**src/rtl/controlador_cabine.sv**
```systemverilog
// Elevator car controller: follows the selector's target floor one floor at a time,
// times travel and door dwell, and pulses the call-clear line for each floor served.
module controlador_cabine #(
  parameter int TEMPO_ANDAR = 8,
  parameter int TEMPO_PORTA = 4
) (
  input  logic       clk,
  input  logic       rst,
  input  logic [1:0] andar_alvo,
  output logic [1:0] andar_atual,
  output logic       subindo,
  output logic       movendo,
  output logic       porta_aberta,
  output logic [2:0] limpa_chamada
);

  typedef enum logic [1:0] {PARADO, MOVENDO, PORTA_ABERTA} estado_t;

  localparam logic [7:0] TA_M1 = 8'(TEMPO_ANDAR - 1);
  localparam logic [7:0] TP_M1 = 8'(TEMPO_PORTA - 1);

  estado_t    estado_q, estado_d;
  logic [7:0] cont_q, cont_d;
  logic [1:0] andar_q, andar_d;
  logic       subindo_q, subindo_d;
  logic       movendo_q, movendo_d;
  logic       porta_q, porta_d;
  logic [2:0] limpa_q, limpa_d;
  logic [1:0] prox_andar;
  logic       no_limite;

  function automatic logic [2:0] um_quente(input logic [1:0] f);
    case (f)
      2'd1:    um_quente = 3'b001;
      2'd2:    um_quente = 3'b010;
      2'd3:    um_quente = 3'b100;
      default: um_quente = 3'b000;
    endcase
  endfunction

  always_comb begin
    estado_d   = estado_q;
    cont_d     = cont_q;
    andar_d    = andar_q;
    subindo_d  = subindo_q;
    movendo_d  = movendo_q;
    porta_d    = porta_q;
    limpa_d    = 3'b000;
    prox_andar = subindo_q ? andar_q + 2'd1 : andar_q - 2'd1;
    // Stepping out of 1..3 should never be requested; treat it as an end stop.
    no_limite  = (subindo_q && andar_q == 2'd3) || (!subindo_q && andar_q == 2'd1);

    case (estado_q)
      PARADO: begin
        if (andar_alvo != 2'd0) begin
          if (andar_alvo == andar_q) begin
            estado_d = PORTA_ABERTA;
            porta_d  = 1'b1;
            limpa_d  = um_quente(andar_q);
            cont_d   = TP_M1;
          end else begin
            estado_d  = MOVENDO;
            subindo_d = (andar_alvo > andar_q);
            movendo_d = 1'b1;
            cont_d    = TA_M1;
          end
        end
      end

      MOVENDO: begin
        if (cont_q != 8'd0) begin
          cont_d = cont_q - 8'd1;
        end else if (no_limite) begin
          estado_d  = PARADO;
          movendo_d = 1'b0;
        end else begin
          andar_d = prox_andar;
          // Target is re-evaluated live against the floor just reached.
          if (andar_alvo == prox_andar) begin
            estado_d  = PORTA_ABERTA;
            movendo_d = 1'b0;
            porta_d   = 1'b1;
            limpa_d   = um_quente(prox_andar);
            cont_d    = TP_M1;
          end else if (andar_alvo == 2'd0 ||
                       (subindo_q ? (andar_alvo < prox_andar) : (andar_alvo > prox_andar))) begin
            estado_d  = PARADO;
            movendo_d = 1'b0;
            cont_d    = 8'd0;
          end else begin
            cont_d = TA_M1;
          end
        end
      end

      PORTA_ABERTA: begin
        if (cont_q == 8'd0) begin
          estado_d = PARADO;
          porta_d  = 1'b0;
        end else if (andar_alvo == andar_q) begin
          cont_d  = TP_M1;
          limpa_d = um_quente(andar_q);
        end else begin
          cont_d = cont_q - 8'd1;
        end
      end

      default: estado_d = PARADO;
    endcase
  end

  always_ff @(posedge clk) begin
    if (rst) begin
      estado_q  <= PARADO;
      cont_q    <= 8'd0;
      andar_q   <= 2'd1;
      subindo_q <= 1'b0;
      movendo_q <= 1'b0;
      porta_q   <= 1'b0;
      limpa_q   <= 3'b000;
    end else begin
      estado_q  <= estado_d;
      cont_q    <= cont_d;
      andar_q   <= andar_d;
      subindo_q <= subindo_d;
      movendo_q <= movendo_d;
      porta_q   <= porta_d;
      limpa_q   <= limpa_d;
    end
  end

  assign andar_atual   = andar_q;
  assign subindo       = subindo_q;
  assign movendo       = movendo_q;
  assign porta_aberta  = porta_q;
  assign limpa_chamada = limpa_q;

endmodule

```
**config.mk**
```make
export PLATFORM = sky130hd
export DESIGN_NAME = controlador_cabine
export DESIGN_NICKNAME = d
export VERILOG_FILES = /design/src/rtl/controlador_cabine.sv
export SDC_FILE = /design/constraint.sdc
export NUM_CORES = 1
export LEC_CHECK = 0
export CAP_MARGIN = 20
export CELL_PAD_IN_SITES_DETAIL_PLACEMENT = 0
export CELL_PAD_IN_SITES_GLOBAL_PLACEMENT = 1
export CORE_ASPECT_RATIO = 1.1
export CORE_UTILIZATION = 42
export CTS_CLUSTER_DIAMETER = 200
export DETAILED_ROUTE_END_ITERATION = 10
export MAX_ROUTING_LAYER = met4
export PLACE_DENSITY = 0.82
export SYNTH_ARGS = -nofsm -noshare
export SYNTH_HDL_FRONTEND = slang
export SYNTH_SLANG_ARGS = --single-unit
```
**constraint.sdc**
```tcl
create_clock -name clk -period 2.8 [get_ports clk]
set_input_delay 0.28 -clock clk [delete_from_list [all_inputs] [get_ports clk]]
set_output_delay 0.28 -clock clk [all_outputs]
set_load 0.02 [all_outputs]
```
Word level (Yosys, flattened, before mapping)
Index checks and enable logic that the tools add are counted.
{ "word_totals": {"inputBits": 4, "output_inout_bits": 8, "regBits": 18} }
{ "op_classes": {"order_cmp": 3, "mux": 42, "bitwise": 3, "reduce_logical": 18, "add_sub_neg": 3, "eq_ne": 20} }
{ "ops": {"columns": ["operator", "n"], "rows": [
  ["$mux 8", 5],
  ["$mux 3", 9],
  ["$pmux 3 s3", 3],
  ["$pmux 8 s3", 1],
  ["$mux 2", 8],
  ["$ne 2x2->1 const B", 8],
  ["$mux 1", 13],
  ["$eq 2x2->1 const B", 5],
  ["$logic_not 8->1", 1],
  ["$reduce_and 4->1", 2],
  ["$reduce_bool 8->1", 1],
  ["$sub 8x1->8 const B", 1],
  ["$reduce_and 7->1", 1],
  ["$eq 2x1->1 const B", 3],
  ["$pmux 2 s3", 1],
  ["$reduce_and 3->1", 2],
  ["$reduce_and 5->1", 1],
  ["$eq 2x2->1", 2],
  ["$gt 2x2->1", 2],
  ["$logic_not 2->1", 2],
  ["$ne 4x4->1 const B", 1],
  ["$reduce_bool 2->1", 2],
  ["$ne 3x3->1 const B", 1],
  ["$not 1->1", 3],
  ["other kinds (9)", 11]
]} }

Logic depth before layout (Yosys ltp)
{ "depth": {"depth_word": 10, "ltp_mapped": 10, "ltp_nobuf": 10} }

Least setup slack after synthesis
No wires, ideal clock.
{ "synth_path": {"kind": "reg2reg", "startpoint": "register andar_q[0], in the netlist andar_atual[0]", "endpoint": "register estado_q[1]", "required_ns": 2.678, "period_less_slack_ns": 2.680, "setup_ns": 0.122, "arrival_ns": 2.558, "setup_slack_ns": 0.120, "path_buffers": 0, "stages_incl_launch_ff": 10, "path_cell_list": "dfxtp_1 > inv_1 > ha_1 > xor2_1 > inv_1 > ha_1 > nor2b_1 > o32a_1 > and4b_1 > o311a_1"} }
{ "synth_between": {"elab_chain_len": 7} }
{ "synth_lines": {"columns": ["element", "line_no", "text"], "rows": [
  ["start: declaration", "24", "logic [1:0] andar_q, andar_d;"],
  ["start signal: assignment", "124", "andar_q <= andar_d;"],
  ["$sub 2x1->2 / $add 2x1->2 (equally long branches)", "49", "prox_andar = subindo_q ? andar_q + 2'd1 : andar_q - 2'd1;"],
  ["$mux 2", "49", null],
  ["$gt 2x2->1, or another cell as far along", "86", "(subindo_q ? (andar_alvo < prox_andar) : (andar_alvo > prox_andar))) begin"],
  ["$mux 1 / $mux 2 (equally long branches)", "86, 79", null],
  ["$logic_or 1x1->1 / $mux 2 (equally long branches)", "85, 73", null],
  ["$ne 4x4->1 (no line) / $mux 2 (equally long branches)", null, null],
  ["$reduce_and 4->1 (no line) / $pmux 2 s3 (equally long branches)", null, null],
  ["end signal: assignment", "122", "estado_q <= estado_d;"],
  ["end: declaration", "22", "estado_t estado_q, estado_d;"]
]} }
Parallel ways exist; a longest one is shown, timed or not. The select of a mux whose other input is x is not followed.
A chain may end at the register's enable or synchronous reset.

Worst setup path after layout
{ "layout_path": {"startpoint": "register andar_q[0], in the netlist andar_atual[0]", "endpoint": "register cont_q[0]"} }
{ "layout_between": {"elab_chain_len": 10} }
{ "layout_lines": {"columns": ["element", "line_no", "text"], "rows": [
  ["$sub 2x1->2 / $add 2x1->2 (equally long branches)", "49", null],
  ["$mux 2", "49", null],
  ["$gt 2x2->1 / $lt 2x2->1 (equally long branches)", "86", null],
  ["$mux 1", "86", null],
  ["$logic_or 1x1->1", "85", "end else if (andar_alvo == 2'd0 ||"],
  ["$mux 3", "85", null],
  ["$mux 3", "79", "if (andar_alvo == prox_andar) begin"],
  ["$mux 8", "73", "end else if (no_limite) begin"],
  ["$mux 8", "71", "if (cont_q != 8'd0) begin"],
  ["$pmux 8 s3", "53", "case (estado_q)"],
  ["end signal: assignment", "123", "cont_q <= cont_d;"],
  ["end: declaration", "23", "logic [7:0] cont_q, cont_d;"]
]} }
Parallel ways exist; a longest one is shown, timed or not. The select of a mux whose other input is x is not followed.

==> load_flow_metrics.sql <==
INSERT INTO impl_metrics (metric_group, metric, value, unit) VALUES
('outcome', 'outcome', 'finished clean', ''),
('final_layout', 'post_layout_nonfiller_instances', '204', ''),
('routing', 'average_via_count_per_standard_cell', '6.108', ''),
('critical_path', 'cp_data_required_time', '2.96', 'ns'),
('clock_network', 'postCtsSetupRepairBufs', '0', ''),
('logic_synthesis', 'synthesis.instances', '156', ''),
('routing', 'dr_total_vias', '1246', ''),
('logic_synthesis', 'post-synth-top-area-fraction', '0.2777', ''),
('sta', 'timing.fmax', '377.5', 'MHz'),
('clock_network', 'max-clock-path-buffers', '2', ''),
('power_and_ir_drop', 'worst_vdd_drop', '0.0005485', 'V'),
('routing', 'drt_pre_antenna_iters', '4', ''),
('logic_synthesis', 'syn_avg_cell_area', '8.317', 'µm²'),
('routing', 'post-route-drc-count', '0', ''),
('sta', 'layout_worst_path_cycle_share', '0.9460', ''),
('logic_synthesis', 'post_synth_most_frequent_cells', 'sky130_fd_sc_hd__dfxtp_1, sky130_fd_sc_hd__nand2_1, sky130_fd_sc_hd__ha_1', ''),
('sta', 'grt_setup_unrepaired', 'no', ''),
('routing', 'detail_route.iter0.violations', '34', ''),
('clock_network', 'cts_hold_repair.buffers', '0', ''),
('sta', 'fin_setup_tns', '0', 'ns'),
('clock_network', 'clock_tree_from_tritoncts', 'built', ''),
('critical_path', 'reg2reg_from', 'andar_atual[0]$_SDFFE_PP1P_', ''),
('global_routing', 'maximum_number_of_pins_on_one_net_before_global_route_repair', '15', ''),
('global_routing', 'grt.total_usage', '0.2197', ''),
('logic_synthesis', 'count_of_flip_flops_with_a_built_in_enable_after_synthesis', '0', ''),
('critical_path', 'reg2reg_setup_slack', '0.15', 'ns'),
('final_layout', 'layout-drive-gt1-share', '0.1228', ''),
('flow_run', 'max-cap-violations', '0', ''),
('final_layout', 'final_net_count', '189', ''),
('floorplan', 'dieWidth', '55.00', 'µm'),
('clock_network', 'tritoncts.num_buffers', '3', ''),
('floorplan', 'die_y', '60.30', 'µm'),
('power_and_ir_drop', 'total_power_per_unit_cell_area', '949.8', 'nW/µm²'),
('clock_network', 'htreeDepth', '1', ''),
('hold_path', 'timing.hold.worst.start', 'porta_aberta$_SDFFE_PP0P_', ''),
('clock_network', 'clock_insertion_delay_worst_skew', '0.30', 'ns'),
('clock_network', 'cts.clk_slew.worst_paths', '0.11', 'ns'),
('sta', 'worst-slew-pin-transition', '0.5038', 'ns'),
('power_and_ir_drop', 'leakagePower', '0.5862', 'nW'),
('sta', 'timing.hold.ws', '0.4856', 'ns'),
('logic_synthesis', 'synth-main-ff-cell', 'sky130_fd_sc_hd__dfxtp_1', ''),
('global_routing', 'number_of_antenna_violations_at_the_first_check_in_global_routing', '0', ''),
('floorplan', 'num_io_pins', '12', ''),
('logic_synthesis', 'yosys.cell_types.count', '52', ''),
('logic_synthesis', 'netlist_area', '1297', 'µm²'),
('power_and_ir_drop', 'totalPowerFinal', '1.421', 'mW'),
('routing', 'post_drt_wl_per_cell', '15.24', 'µm'),
('sta', 'slew_viol_final', '0', ''),
('logic_synthesis', 'register_area_share_after_synthesis', '0.2777', ''),
('critical_path', 'critical_path.startpoint', 'andar_atual[0]$_SDFFE_PP1P_', ''),
('global_routing', 'gr-total-overflow', '0', ''),
('placement', 'globalplace.congestion', '0.8552', ''),
('hold_path', 'hold_path.class', 'register to register', ''),
('sta', 'maxSlewHeadroom', '0.6641', ''),
('floorplan', 'core.rowCount', '20', ''),
('critical_path', 'worst_setup_path_end_kind', 'register', ''),
('routing', 'antenna_violating_nets_post_route', '0', ''),
('critical_path', 'critPathMaxFanout', '4', ''),
('critical_path', 'cp.arrival', '2.81', 'ns'),
('sta', 'timing.final.setup_violations', '0', ''),
('clock_network', 'clkSinkCount', '18', ''),
('logic_synthesis', 'postSynthRegisterBits', '18', ''),
('placement', 'post-place-cells', '200', ''),
('clock_network', 'clk_root_buffer_cell', 'sky130_fd_sc_hd__clkbuf_4', ''),
('floorplan', 'core_region_area', '2853', 'µm²'),
('routing', 'routed_wl', '3108', 'µm'),
('sta', 'layout_min_cycle_time', '2.649', 'ns'),
('logic_synthesis', 'async_reset_ff_frac', '0', ''),
('final_layout', 'num_antenna_cells', '0', ''),
('global_routing', 'grt_first_pass_wirelength', '5064', 'µm'),
('global_routing', 'number_of_global_route_vias_before_repair', '1166', '');
[cells by family after synthesis]
family / synth area share
multiplexers: 0.01639
AND/OR/NAND/NOR: 0.2363
AO/OA/AOI/OAI: 0.2633
buffers and inverters: 0.06075
adder cells (fa/ha/maj): 0.1254
XOR/XNOR: 0.02025
flip-flops: 0.2777
[final cells by class]
cell class / instances / area, µm²
Timing Repair Buffer: 17 / 155.1
Clock buffer: 4 / 36.28
Tap cell: 33 / 41.29
Sequential cell: 18 / 360.3
Multi-Input combinational cell: 120 / 858.3
Inverter: 12 / 45.04
Fill cell: 296 / 1356
[power by group]
part / switching [mW] / internal (mW) / total (mW) / leakage, nW
registers: 0.0609 / 0.317 / 0.378 / 0.147
clock network: 0.0867 / 0.0793 / 0.166 / 0.0210
logic: 0.519 / 0.358 / 0.878 / 0.418
[state kept, by name (all words and copies together), names as in the netlist]
name           count
cont_q             8
movendo            1
porta_aberta       1
estado_q           2
andar_atual        2
limpa_chamada      3
subindo            1
[layout by cell type (no fill, tap or decap), drive strengths merged, types with 3 or more instances in the layout]
master,n
clkdlybuf4s50,11
dfxtp,18
or4,3
buf,6
clkbuf,4
ha,13
nor3,3
a21oi,6
o211ai,3
o41ai,3
a31oi,4
inv,12
nand2,17
o21ai,11
nor4,3
nor2,6
nand3,9
[critical path: stages (launching register included)]
cell                       delay, ns
sky130_fd_sc_hd__dfxtp_1        0.34
sky130_fd_sc_hd__inv_1          0.09
sky130_fd_sc_hd__ha_1           0.31
sky130_fd_sc_hd__xor2_1         0.25
sky130_fd_sc_hd__inv_1          0.10
sky130_fd_sc_hd__ha_1           0.31
sky130_fd_sc_hd__nor2b_1        0.16
sky130_fd_sc_hd__o32a_1         0.32
sky130_fd_sc_hd__a221oi_1       0.34
sky130_fd_sc_hd__or2_2          0.17
sky130_fd_sc_hd__a41oi_1        0.12
[worst min path at each step]
stage / slack [ns] / to
2_1_floorplan: 0.49 / limpa_chamada[0]$_SDFF_PP0_
3_3_place_gp: 0.47 / porta_aberta$_SDFFE_PP0P_
3_5_place_dp: 0.47 / porta_aberta$_SDFFE_PP0P_
4_1_cts: 0.49 / porta_aberta$_SDFFE_PP0P_
5_1_grt: 0.52 / porta_aberta$_SDFFE_PP0P_
6_report: 0.49 / porta_aberta$_SDFFE_PP0P_
[stage by stage]
step                setup WS (ns)  cell area [µm²]    util
CTS                        0.1701             1496  0.5246
floorplan                  0.1201             1297       -
global route              0.02813             1496  0.5246
finish                     0.1511             1496  0.5246
global placement           0.2929             1460  0.5118
detailed placement         0.1883             1460  0.5118
[routing by layer]
layer	up-vias	share of wire	track usage
met4	0	0.013	0.08571
li1	620	-	-
met3	5	0.050	0.03562
met5	-	0	-
met1	584	0.47	0.2736
met2	37	0.46	0.3477
Note: power is estimated with default switching activity, not from simulation.
